===== config.mk =====
export PLATFORM = sky130hd
export DESIGN_NAME = oam_cpu_ctrl
export DESIGN_NICKNAME = d
export VERILOG_FILES = /design/src/rtl/ppu_pkg.sv /design/src/rtl/oam_hi_table.sv /design/src/rtl/oam_cpu_ctrl.sv
export SDC_FILE = /design/constraint.sdc
export NUM_CORES = 1
export LEC_CHECK = 0
export BUFFER_PORTS_ARGS = -buffer_cell sky130_fd_sc_hd__buf_2
export CAP_MARGIN = 15
export CORE_ASPECT_RATIO = 0.8
export CORE_MARGIN = 2
export CORE_UTILIZATION = 57
export DETAILED_ROUTE_END_ITERATION = 12
export GPL_ROUTABILITY_DRIVEN = 0
export PLACE_DENSITY = 0.77
export SYNTH_ARGS = -nofsm -noshare
export SYNTH_HDL_FRONTEND = slang
export SYNTH_SLANG_ARGS = --single-unit

===== constraint.sdc =====
create_clock -name clk -period 5.4 [get_ports clk]
set_clock_uncertainty 0.1 [all_clocks]
set_input_delay 0.54 -clock clk [delete_from_list [all_inputs] [get_ports clk]]
set_output_delay 0.54 -clock clk [all_outputs]
set_load 0.03 [all_outputs]

===== src/rtl/ppu_pkg.sv =====
// Shared PPU definitions: register offsets, OAM address widths and the OAMDATAREAD FSM states.
package ppu_pkg;

  localparam logic [7:0] OAMADDL     = 8'h02;
  localparam logic [7:0] OAMADDH     = 8'h03;
  localparam logic [7:0] OAMDATA     = 8'h04;
  localparam logic [7:0] OAMDATAREAD = 8'h38;

  localparam int unsigned BYTE_W   = 8;
  localparam int unsigned WORD_W   = 16;
  localparam int unsigned OAM_AW   = 8;
  localparam int unsigned OAMADD_W = 9;
  localparam int unsigned IADDR_W  = 10;
  localparam int unsigned HI_AW    = 5;

  // Byte addresses at or above this point live in the high table, not the RAM
  localparam logic [IADDR_W-1:0] OAM_HI_BASE = 10'h200;

  typedef enum logic [1:0] {
    IDLE,
    RD_ISSUE,
    RD_WAIT,
    RD_DONE
  } rd_state_e;

endpackage


===== src/rtl/oam_hi_table.sv =====
// OAM high table: byte register file with one write port and two combinational read ports.
module oam_hi_table
  import ppu_pkg::*;
#(
  parameter int unsigned DEPTH = 32
) (
  input  logic              clk,
  input  logic              resetn,
  input  logic              i_we,
  input  logic [HI_AW-1:0]  i_wa,
  input  logic [BYTE_W-1:0] i_wd,
  input  logic [HI_AW-1:0]  i_cpu_ra,
  output logic [BYTE_W-1:0] o_cpu_rd,
  input  logic [HI_AW-1:0]  i_spr_ra,
  output logic [BYTE_W-1:0] o_spr_rd
);

  logic [BYTE_W-1:0] r_mem [DEPTH];

  // Clear all bytes on reset, otherwise a single-byte write per cycle
  always_ff @(posedge clk or negedge resetn) begin
    if (!resetn) begin
      for (int i = 0; i < int'(DEPTH); i++) begin
        r_mem[i] <= '0;
      end
    end else if (i_we) begin
      r_mem[i_wa] <= i_wd;
    end
  end

  assign o_cpu_rd = r_mem[i_cpu_ra];
  assign o_spr_rd = r_mem[i_spr_ra];

endmodule


===== src/rtl/oam_cpu_ctrl.sv =====
// CPU-side OAM access: OAMADD registers, OAMDATA writes with even-byte latching, and OAMDATAREAD sequencing.
module oam_cpu_ctrl
  import ppu_pkg::*;
#(
  parameter bit          BLOCK_RENDER_WR = 1'b1,
  parameter int unsigned HI_BYTES        = 32
) (
  input  logic              clk,
  input  logic              resetn,
  input  logic [7:0]        cpu_addr,
  input  logic [BYTE_W-1:0] cpu_din,
  input  logic              cpu_wr,
  input  logic              cpu_rd,
  output logic [BYTE_W-1:0] cpu_dout,
  output logic              cpu_rd_valid,
  input  logic              vblank_start,
  input  logic              render_active,
  output logic              ram_cea,
  output logic              ram_wrea,
  output logic [OAM_AW-1:0] ram_ada,
  output logic [WORD_W-1:0] ram_dina,
  input  logic [WORD_W-1:0] ram_douta,
  output logic              prio_rot,
  output logic [6:0]        first_obj,
  input  logic [HI_AW-1:0]  hi_ad,
  output logic [BYTE_W-1:0] hi_dout
);

  rd_state_e             r_state;
  rd_state_e             w_state_nxt;
  logic                  w_rd_issue;
  logic                  w_rd_inc;
  logic                  w_rd_capture;

  logic [OAMADD_W-1:0]   r_oamadd;
  logic [OAMADD_W-1:0]   w_oamadd_nxt;
  logic [IADDR_W-1:0]    r_iaddr;
  logic [BYTE_W-1:0]     r_latch_lo;
  logic                  r_prio_rot;
  logic [6:0]            r_first_obj;

  logic                  r_rd_hi;
  logic                  r_rd_odd;
  logic [HI_AW-1:0]      r_rd_hidx;

  logic                  r_ram_cea;
  logic                  r_ram_wrea;
  logic [OAM_AW-1:0]     r_ram_ada;
  logic [WORD_W-1:0]     r_ram_dina;
  logic [BYTE_W-1:0]     r_cpu_dout;
  logic                  r_cpu_rd_valid;

  logic                  w_idle;
  logic                  w_blocked;
  logic                  w_wr_addl;
  logic                  w_wr_addh;
  logic                  w_wr_data_any;
  logic                  w_wr_data;
  logic                  w_iaddr_hi;
  logic                  w_commit;
  logic                  w_latch;
  logic                  w_hi_we;
  logic [BYTE_W-1:0]     w_hi_cpu;

  // Access decode; writes are only honoured while the read FSM is idle
  assign w_idle        = (r_state == IDLE);
  assign w_blocked     = BLOCK_RENDER_WR && render_active;
  assign w_wr_addl     = w_idle && cpu_wr && (cpu_addr == OAMADDL);
  assign w_wr_addh     = w_idle && cpu_wr && (cpu_addr == OAMADDH);
  assign w_wr_data_any = w_idle && cpu_wr && (cpu_addr == OAMDATA);
  assign w_wr_data     = w_wr_data_any && !w_blocked;
  assign w_iaddr_hi    = (r_iaddr >= OAM_HI_BASE);
  assign w_commit      = w_wr_data && !w_iaddr_hi && r_iaddr[0];
  assign w_latch       = w_wr_data && !w_iaddr_hi && !r_iaddr[0];
  assign w_hi_we       = w_wr_data && w_iaddr_hi;

  // New OAMADD value so a coincident vblank reload sees the freshly written address
  always_comb begin
    w_oamadd_nxt = r_oamadd;
    if (w_wr_addl) w_oamadd_nxt[7:0] = cpu_din;
    if (w_wr_addh) w_oamadd_nxt[8]   = cpu_din[0];
  end

  // Read FSM state register
  always_ff @(posedge clk or negedge resetn) begin
    if (!resetn) r_state <= IDLE;
    else         r_state <= w_state_nxt;
  end

  // Read FSM next state and per-state strobes
  always_comb begin
    w_state_nxt  = r_state;
    w_rd_issue   = 1'b0;
    w_rd_inc     = 1'b0;
    w_rd_capture = 1'b0;
    case (r_state)
      IDLE: begin
        if (cpu_rd && (cpu_addr == OAMDATAREAD)) begin
          w_rd_issue  = 1'b1;
          w_state_nxt = RD_ISSUE;
        end
      end
      RD_ISSUE: begin
        w_rd_inc    = 1'b1;
        w_state_nxt = RD_WAIT;
      end
      RD_WAIT: begin
        w_rd_capture = 1'b1;
        w_state_nxt  = RD_DONE;
      end
      RD_DONE:  w_state_nxt = IDLE;
      default:  w_state_nxt = IDLE;
    endcase
  end

  // Address registers, even-byte latch and the captured read location
  always_ff @(posedge clk or negedge resetn) begin
    if (!resetn) begin
      r_oamadd    <= '0;
      r_first_obj <= '0;
      r_prio_rot  <= 1'b0;
      r_iaddr     <= '0;
      r_latch_lo  <= '0;
      r_rd_hi     <= 1'b0;
      r_rd_odd    <= 1'b0;
      r_rd_hidx   <= '0;
    end else begin
      r_oamadd    <= w_oamadd_nxt;
      r_first_obj <= w_oamadd_nxt[7:1];
      if (w_wr_addh) r_prio_rot <= cpu_din[7];
      if (w_wr_addl || w_wr_addh || vblank_start) begin
        r_iaddr <= {w_oamadd_nxt, 1'b0};
      end else if (w_wr_data_any || w_rd_inc) begin
        r_iaddr <= r_iaddr + IADDR_W'(1);
      end
      if (w_latch) r_latch_lo <= cpu_din;
      if (w_rd_issue) begin
        r_rd_hi   <= w_iaddr_hi;
        r_rd_odd  <= r_iaddr[0];
        r_rd_hidx <= r_iaddr[HI_AW-1:0];
      end
    end
  end

  // OAM port A: one-cycle strobes for odd-byte commits and read issues
  always_ff @(posedge clk or negedge resetn) begin
    if (!resetn) begin
      r_ram_cea  <= 1'b0;
      r_ram_wrea <= 1'b0;
      r_ram_ada  <= '0;
      r_ram_dina <= '0;
    end else begin
      r_ram_cea  <= w_commit || w_rd_issue;
      r_ram_wrea <= w_commit;
      if (w_commit || w_rd_issue) r_ram_ada <= r_iaddr[OAM_AW:1];
      if (w_commit)               r_ram_dina <= {cpu_din, r_latch_lo};
    end
  end

  // Read data capture and valid pulse
  always_ff @(posedge clk or negedge resetn) begin
    if (!resetn) begin
      r_cpu_dout     <= '0;
      r_cpu_rd_valid <= 1'b0;
    end else begin
      r_cpu_rd_valid <= w_rd_capture;
      if (w_rd_capture) begin
        r_cpu_dout <= r_rd_hi  ? w_hi_cpu :
                      r_rd_odd ? ram_douta[15:8] : ram_douta[7:0];
      end
    end
  end

  oam_hi_table #(
    .DEPTH (HI_BYTES)
  ) u_hi_table (
    .clk      (clk),
    .resetn   (resetn),
    .i_we     (w_hi_we),
    .i_wa     (r_iaddr[HI_AW-1:0]),
    .i_wd     (cpu_din),
    .i_cpu_ra (r_rd_hidx),
    .o_cpu_rd (w_hi_cpu),
    .i_spr_ra (hi_ad),
    .o_spr_rd (hi_dout)
  );

  assign cpu_dout     = r_cpu_dout;
  assign cpu_rd_valid = r_cpu_rd_valid;
  assign ram_cea      = r_ram_cea;
  assign ram_wrea     = r_ram_wrea;
  assign ram_ada      = r_ram_ada;
  assign ram_dina     = r_ram_dina;
  assign prio_rot     = r_prio_rot;
  assign first_obj    = r_first_obj;

endmodule


Word-level counts from Yosys, hierarchy flattened. Cells that the tools add are included. W data, S select, Z words.

Flip-flop bits (word level): 335. Latch bits: 0. Bits in writable memories: 0. Bits in read-only memories: 0. Input port bits: 43. Output and inout port bits: 51. Word-level logic and storage cells: 105. Memories: 0.

Add/sub/neg operators: 1. Multipliers: 0. Div/mod/pow operators: 0. Magnitude comparators: 5. Equal/unequal tests: 8. Shift operators: 0. Muxes and demuxes: 21. Bitwise logic cells: 3. Reduce and logical (&&, ||, !) cells: 20.

Operators by type and width (number): $bwmux W256 (1); $bmux W8 S5 (2); $mux W8 (8); $demux W8 S5 (1); $mux W10 (2); $ge A6 B6 Y1 const B (3); $not A5 Y6 (3); $eq A8 B2 Y1 const B (2); $logic_and A1 B1 Y1 (11); $add A10 B1 Y10 const B (1); $ge A10 B10 Y1 const B (1); $eq A8 B3 Y1 const B (1); $eq A8 B6 Y1 const B (1); $pmux W2 S4 (1); $lt A6 B1 Y1 const B (1); $mux W1 (5); $eq A2 B2 Y1 const B (2); $logic_or A1 B1 Y1 (4); $logic_not A1 Y1 (3); $eq A2 B1 Y1 const B (1); $logic_not A2 Y1 (1); $mux W2 (1); $ne A2 B1 Y1 const B (1); $reduce_bool A2 Y1 (1).

Logic depth before layout (Yosys ltp). Gate-level depths: netlist (run 1).

Depth after elaboration: 7. Mapped depth: 9. Mapped depth without buffers: 7.

Hierarchy. A second synthesis (run 1) with hierarchy kept.

Cell total of the unflattened synthesis: 1079. Area total of the unflattened synthesis: 16976.3 µm².

Modules (own cells, without submodules): oam_hi_table (times used 1, cells each 806, area each 13643.1 µm², seq. area each 6406.1 µm²); oam_cpu_ctrl (times used 1, cells each 273, area each 3333.2 µm², seq. area each 1776.7 µm²).

Worst setup path before layout (run 1). OpenSTA, ideal clock, no wires.

Path type: in2out. Start: input hi_ad[0]. End: output hi_dout[0]. Data arrival time: 2557 ps. Required time: 4760 ps. Setup slack: 2203 ps. Stages on the path: 5. Buffers on the path: 2. Path through: clkbuf_1 > buf_2 > mux4_2 > mux4_2 > mux2_2.

Word-level cells in the longest chain between the ends: 4.

Ends and longest elaborated chain: from (decl) (line oam_cpu_ctrl.sv:25) `input logic [HI_AW-1:0] hi_ad,`; $not A5 Y6 (implied by the code) (line oam_hi_table.sv:32) `assign o_spr_rd = r_mem[i_spr_ra];`; $bmux W8 S5 (line oam_hi_table.sv:32); $mux W8 (implied by the code) (2 in series) (line oam_hi_table.sv:32); to (decl) (line oam_cpu_ctrl.sv:26) `output logic [BYTE_W-1:0] hi_dout`.

Every way passes these cells. The select of a mux whose other input is x is not followed.

Final worst setup path (run 1).
Start: input hi_ad[0]. End: output hi_dout[4].

Same word-level chain as after synthesis.

==> results.cfg, run 1 <==
[critical_path]
critPathArrivalTime_ns = 3.04
path_delay_family = multiplexers
startpoint_type = input port
slowest_delay_ns = 0.55
crit_buf_inv = 3
cpMaxStageDelayCell = buf_4
path_cells = buf_4 -> buf_12 -> mux4_2 -> mux4_2 -> mux2_2 -> buf_2
crit_fanout = 34
crit_start = hi_ad[0]
critical_path_class = input port to output pin
r2r-start = r_state[0]$_DFFE_PN0P_
endpoint_kind = output pin
cp.required_ns = 4.76
cpMostUsedCell = mux4_2

[synthesis]
synth-edff-count = 0
synth.ff_latch_count = 327
synth_top_family_by_area = multiplexers
ys.flop_type = dfrtp_1
syn_nets = 1218
synthesis.area_um2 = 17200
synth.distinct_cells = 51
ys_seq_area_frac = 0.477
yosys_warnings = 0
synth_mux_area_frac = 0.405
synth_fa_ha_area_frac = 0.00584
synth-xor-area-share = 0.00357
synth_compound_area_frac = 0.0312
syn_area_per_cell_um2 = 14.7
synth-simple-area-share = 0.0521
syn-instance-count = 1167
async_flop_share = 1.00

[grt]
antenna_found_initial = 1
grt_start_max_net_pins = 131
grt-ovfl-total = 0
grt_pass1_vias = 11200
grt_pass1_wl_um = 71300
track_usage = 0.305

[floorplan]
dieArea_um2 = 31500
fp.dieW_um = 198
core_area_um2 = 29400
die_y_um = 159
core.rowCount = 56
initial_core_util = 0.583
ios = 94

[route]
final_antenna_net_count = 0
dr.pass1.iters = 9
vias = 11100
met3_length_um = 4720
met2_length_um = 21000
wl_met1_um = 19900
highest_layer = met5
drt-total-wl_um = 46700
drcViolationCount = 0
routed_via_density = 6.86
wl_per_cell_um = 28.8
drtIter0Drc = 1265

[layout]
seq_area_um2 = 8190
num_antenna_cells = 0
nets = 1270
fill_cells = 2138
final_area_um2 = 19000
most-common-layout-cells = dfrtp_1, mux2_2, mux4_2, buf_2, mux2i_1
area_growth_pct = 10.9
multi_input_area_um2 = 8530
drive_gt1_frac = 0.502
final_util = 0.647
layout_commonest_cell = dfrtp_1

[timing]
fin_crit_ns = 3.68
worst_slew_pin_slew_ns = 1.06
tns_ns = 0
final_hold_viol_count = 0
fin_crit_sh = 0.681
slew_viol_final = 0
maxSlewHeadroom = 0.290
max_freq_ghz = 0.272
setup_ws_ns = 1.72
finalSetupViolCount = 0
rsz0062_at_grt = false

[clock_tree]
path_clk_slew_ns = 0.06
root_buffer = clkbuf_16
numCtsBuffers = 34
cts_setup_buffers = 0
clock-sinks = 327
cts_buffer_depth = 3
cts_tree = built
clock_latency_ns = 0.53
cts_max_level = 2

[power_and_ir_drop]
pwr_density_cell_nw_per_um2 = 298
ir_drop_mv = 0.260
power_leakage_nw = 8.91

[placement]
place_area_um2 = 17800
numPortBuffers = 93
detailed_place_hpwl_um = 31400
pre_cts_slack_ns = 1.67

[outcome]
status = finished, final reports clean

[worst_hold_path]
hold_path.startpoint = vblank_start
hold_class = input port to flop

[run]
maxCapViolCount = 0
==> power breakdown <==
part	total [mW]	switching, mW	internal, mW
clock	2.47	0.984	1.49
combinational	0.612	0.414	0.199
sequential	2.59	0.0800	2.51
==> sequential cells by signal, indices dropped and copies added, names as in the netlist, 5 cells and up <==
name,count
ram_ada,8
ram_dina,16
r_iaddr,10
u_hi_table.r_mem,256
r_rd_hidx,5
cpu_dout,8
first_obj,6
r_latch_lo,8
==> worst min-delay path, stage by stage <==
cell and delay, ns:
buf_2 0.10, or2_2 0.17, nor2_1 0.07
==> metrics by stage <==
step                      hold slack, ns  power [mW]  instances
after floorplan                    0.144        3.00       1167
after global placement             0.383        3.22       1559
after detailed placement           0.388        3.24       1559
after CTS                          0.271        5.70       1621
after global routing               0.302        5.86       1621
final                              0.288        5.68       1621
==> Yosys cell counts (12+ instances only) <==
cell | count | area share
o22ai_1 | 16 | 0.0058
nor3_1 | 12 | 0.0035
mux2i_1 | 65 | 0.038
clkbuf_1 | 50 | 0.011
nor2_1 | 29 | 0.0063
mux2_2 | 313 | 0.21
mux4_2 | 120 | 0.16
nand2_1 | 28 | 0.0061
a2111oi_0 | 15 | 0.0077
dfrtp_1 | 327 | 0.48
nor2_2 | 14 | 0.0051
buf_2 | 22 | 0.0064
==> per-layer routing <==
| metal | vias to the layer above | GRT usage |
|---|---|---|
| met2 | 526 | 0.446 |
| met4 | 2 | 0.0813 |
| met5 | - | 0.0108 |
| met3 | 84 | 0.0985 |
| met1 | 5928 | 0.443 |
| li1 | 4583 | - |
==> final timing paths <==
check,endpoint,slack (ns),depth (start not counted)
max in group asynchronous,u_hi_table.r_mem[40]$_DFFE_PN0P_,3.50,3
hold / removal,r_iaddr[0]$_DFFE_PN0P_,0.29,3
min in group asynchronous,ram_dina[1]$_DFFE_PN0P_,0.49,2
setup reg to reg,u_hi_table.r_mem[113]$_DFFE_PN0P_,2.08,7
hold reg to reg,ram_ada[5]$_DFFE_PN0P_,0.40,1
setup / recovery,hi_dout[4],1.72,6
==> repair_timing <==
item | 4_1_cts | 5_1_grt
gates resized for setup | 0 | 0
hold buffers | 1 | 0
hold endpoints to repair | 82 | 0
==> final cells by class <==
type,count,area share
multi-input cells,740,0.449
flip-flops and latches,327,0.430
clock buffers,51,0.0551
repair buffers,106,0.0324
well taps,377,0.0248
clock inverters,10,0.00677
inverters,10,0.00197
==> cells by family (layout without fill, tap and decap cells) <==
logic type,count (synthesis),after routing
xor+xnor,7,7
simple gates,149,149
compound gates,72,72
mux,504,504
flops,327,327
fa+ha+maj,8,8
buf+inv,100,177
(Power assumes the default switching activity.)
==> run 2: changes to the inputs <==
- clock period: 5.4 -> 3.75 ns (I/O delays scaled with it)
==> run 2 against run 1 <==
Cell area increased by 0.57%. Clock power increased by 42%. Flip-flop and latch count unchanged. Core utilization increased by 0.37 points. Total power increased by 43%. Via count increased by 1.1%. Clock-buffer cell count increased by 7. Largest power group unchanged.
==> results.cfg, run 2 (same netlist as run 1, synthesis figures left out) <==
[outcome]
status = finished, final reports clean

[clock_tree]
cts_tree = built
cts-resized-gates = 0
clock_latency_ns = 0.54
path_clk_slew_ns = 0.06
numCtsBuffers = 35
cts_max_level = 2
clock-sinks = 327
cts_setup_buffers = 0
root_buffer = clkbuf_16
cts_buffer_depth = 3

[route]
final_antenna_net_count = 0
drt-total-wl_um = 48300
vias = 11200
dr.pass1.iters = 5
drcViolationCount = 0
routed_via_density = 6.90
wl_per_cell_um = 29.6
drtIter0Drc = 1227

[placement]
detailed_place_hpwl_um = 33000
placed_cells = 1567
numPortBuffers = 93
pre_cts_slack_ns = 0.634
place_area_um2 = 18000

[critical_path]
cpMaxStageDelayCell = or4b_1
startpoint_type = flop
crit_buf_inv = 1
rr_worst_depth = 7
slowest_delay_ns = 0.93
crit_fanout = 8
endpoint_kind = flop
path_cells = inv_1 -> ha_1 -> nor4b_4 -> nand3_1 -> or4b_1 -> nor2_8 -> mux2_2
path_delay_family = simple AND/OR/NAND/NOR gates
r2r-start = r_state[1]$_DFFE_PN0P_
critical_path_class = flop to flop
cp.required_ns = 4.07
critPathArrivalTime_ns = 3.47
path_depth = 7
crit_start = r_state[1]$_DFFE_PN0P_

[layout]
nets = 1279
final_area_um2 = 19100
final_util = 0.650
drive_gt1_frac = 0.503
regMostFlops = u_hi_table.r_mem
fin_cells = 1630
largest_register_ffs = 256
num_antenna_cells = 0
layout_commonest_cell = dfrtp_1
most-common-layout-cells = dfrtp_1, mux2_2, mux4_2, buf_2, mux2i_1
area_growth_pct = 11.6

[timing]
maxSlewHeadroom = 0.303
setup_ws_ns = 0.597
max_freq_ghz = 0.317
tns_ns = 0
whs_ns = 0.112
fin_crit_sh = 0.841
finalSetupViolCount = 0
rsz0062_at_grt = false
slew_viol_final = 0
final_hold_viol_count = 0
worst_slew_pin_slew_ns = 1.04
fin_crit_ns = 3.15

[power_and_ir_drop]
pwr_density_cell_nw_per_um2 = 426
total_power_mw = 8.15
power_leakage_nw = 8.95
ir_drop_mv = 0.374

[grt]
grtUsageMet2 = 0.470
gr-usage-met1 = 0.448
track_usage = 0.318
antenna_found_initial = 0
grt_start_max_net_pins = 98
grt_pass1_vias = 11400
grt_pass1_wl_um = 73800
grt_use_met3 = 0.112
grt-busiest-layer = met2
grt-ovfl-total = 0

[floorplan]
initial_core_util = 0.583
core.rowCount = 56
die_y_um = 159
core_area_um2 = 29400
fp.dieW_um = 198
dieArea_um2 = 31500
ios = 94

[run]
maxCapViolCount = 0

[worst_hold_path]
hold_path.startpoint = vblank_start
holdPathStages = 3
hold_class = input port to flop
-- run 2: changes by cell type in the layout (fill, tap and decap cells not counted), sizes merged --
cell / change
bufinv: -2
clkbuf: +7
buf: +8
inv: +1
clkinv: -5
-- run 2: final cells by class --
class | instances | area [µm²]
tap | 377 | 472
sequential | 327 | 8190
clock inverter | 4 | 48.8
fill | 2177 | 10300
multi-input combinational | 740 | 8530
clock buffer | 58 | 1110
timing repair buffer | 114 | 738
inverter | 10 | 37.5
-- run 2: final timing paths --
path                                                      to  slack [ns]
setup / recovery           u_hi_table.r_mem[111]$_DFFE_PN0P_        0.60
hold / removal                        r_iaddr[0]$_DFFE_PN0P_        0.11
setup reg to reg           u_hi_table.r_mem[111]$_DFFE_PN0P_        0.60
hold reg to reg                     ram_dina[14]$_DFFE_PN0P_        0.40
max in group asynchronous   u_hi_table.r_mem[58]$_DFFE_PN0P_        2.14
min in group asynchronous            ram_dina[1]$_DFFE_PN0P_        0.35
-- run 2: layer usage --
metal,routed length [µm],vias to the layer above
met5,0,-
met4,1490,0
met3,5240,116
met2,21800,614
met1,19700,5907
li1,-,4607
-- run 2: report_power, final --
group	leakage, nW	switching (mW)	internal [mW]
Combinational	3.84	0.587	0.303
Sequential	4.54	0.122	3.62
Clock	0.573	1.42	2.09
-- run 2: tightest hold or removal path, delay by kind of cell --
family                 cells  cell delay, ns
AND/OR/NAND/NOR            2            0.22
buffers and inverters      1            0.11
-- run 2: timing repair --
action | CTS | global route
hold buffers | 1 | 0
endpoints found under the setup margin | 0 | 0
endpoints found under the hold margin | 92 | 0
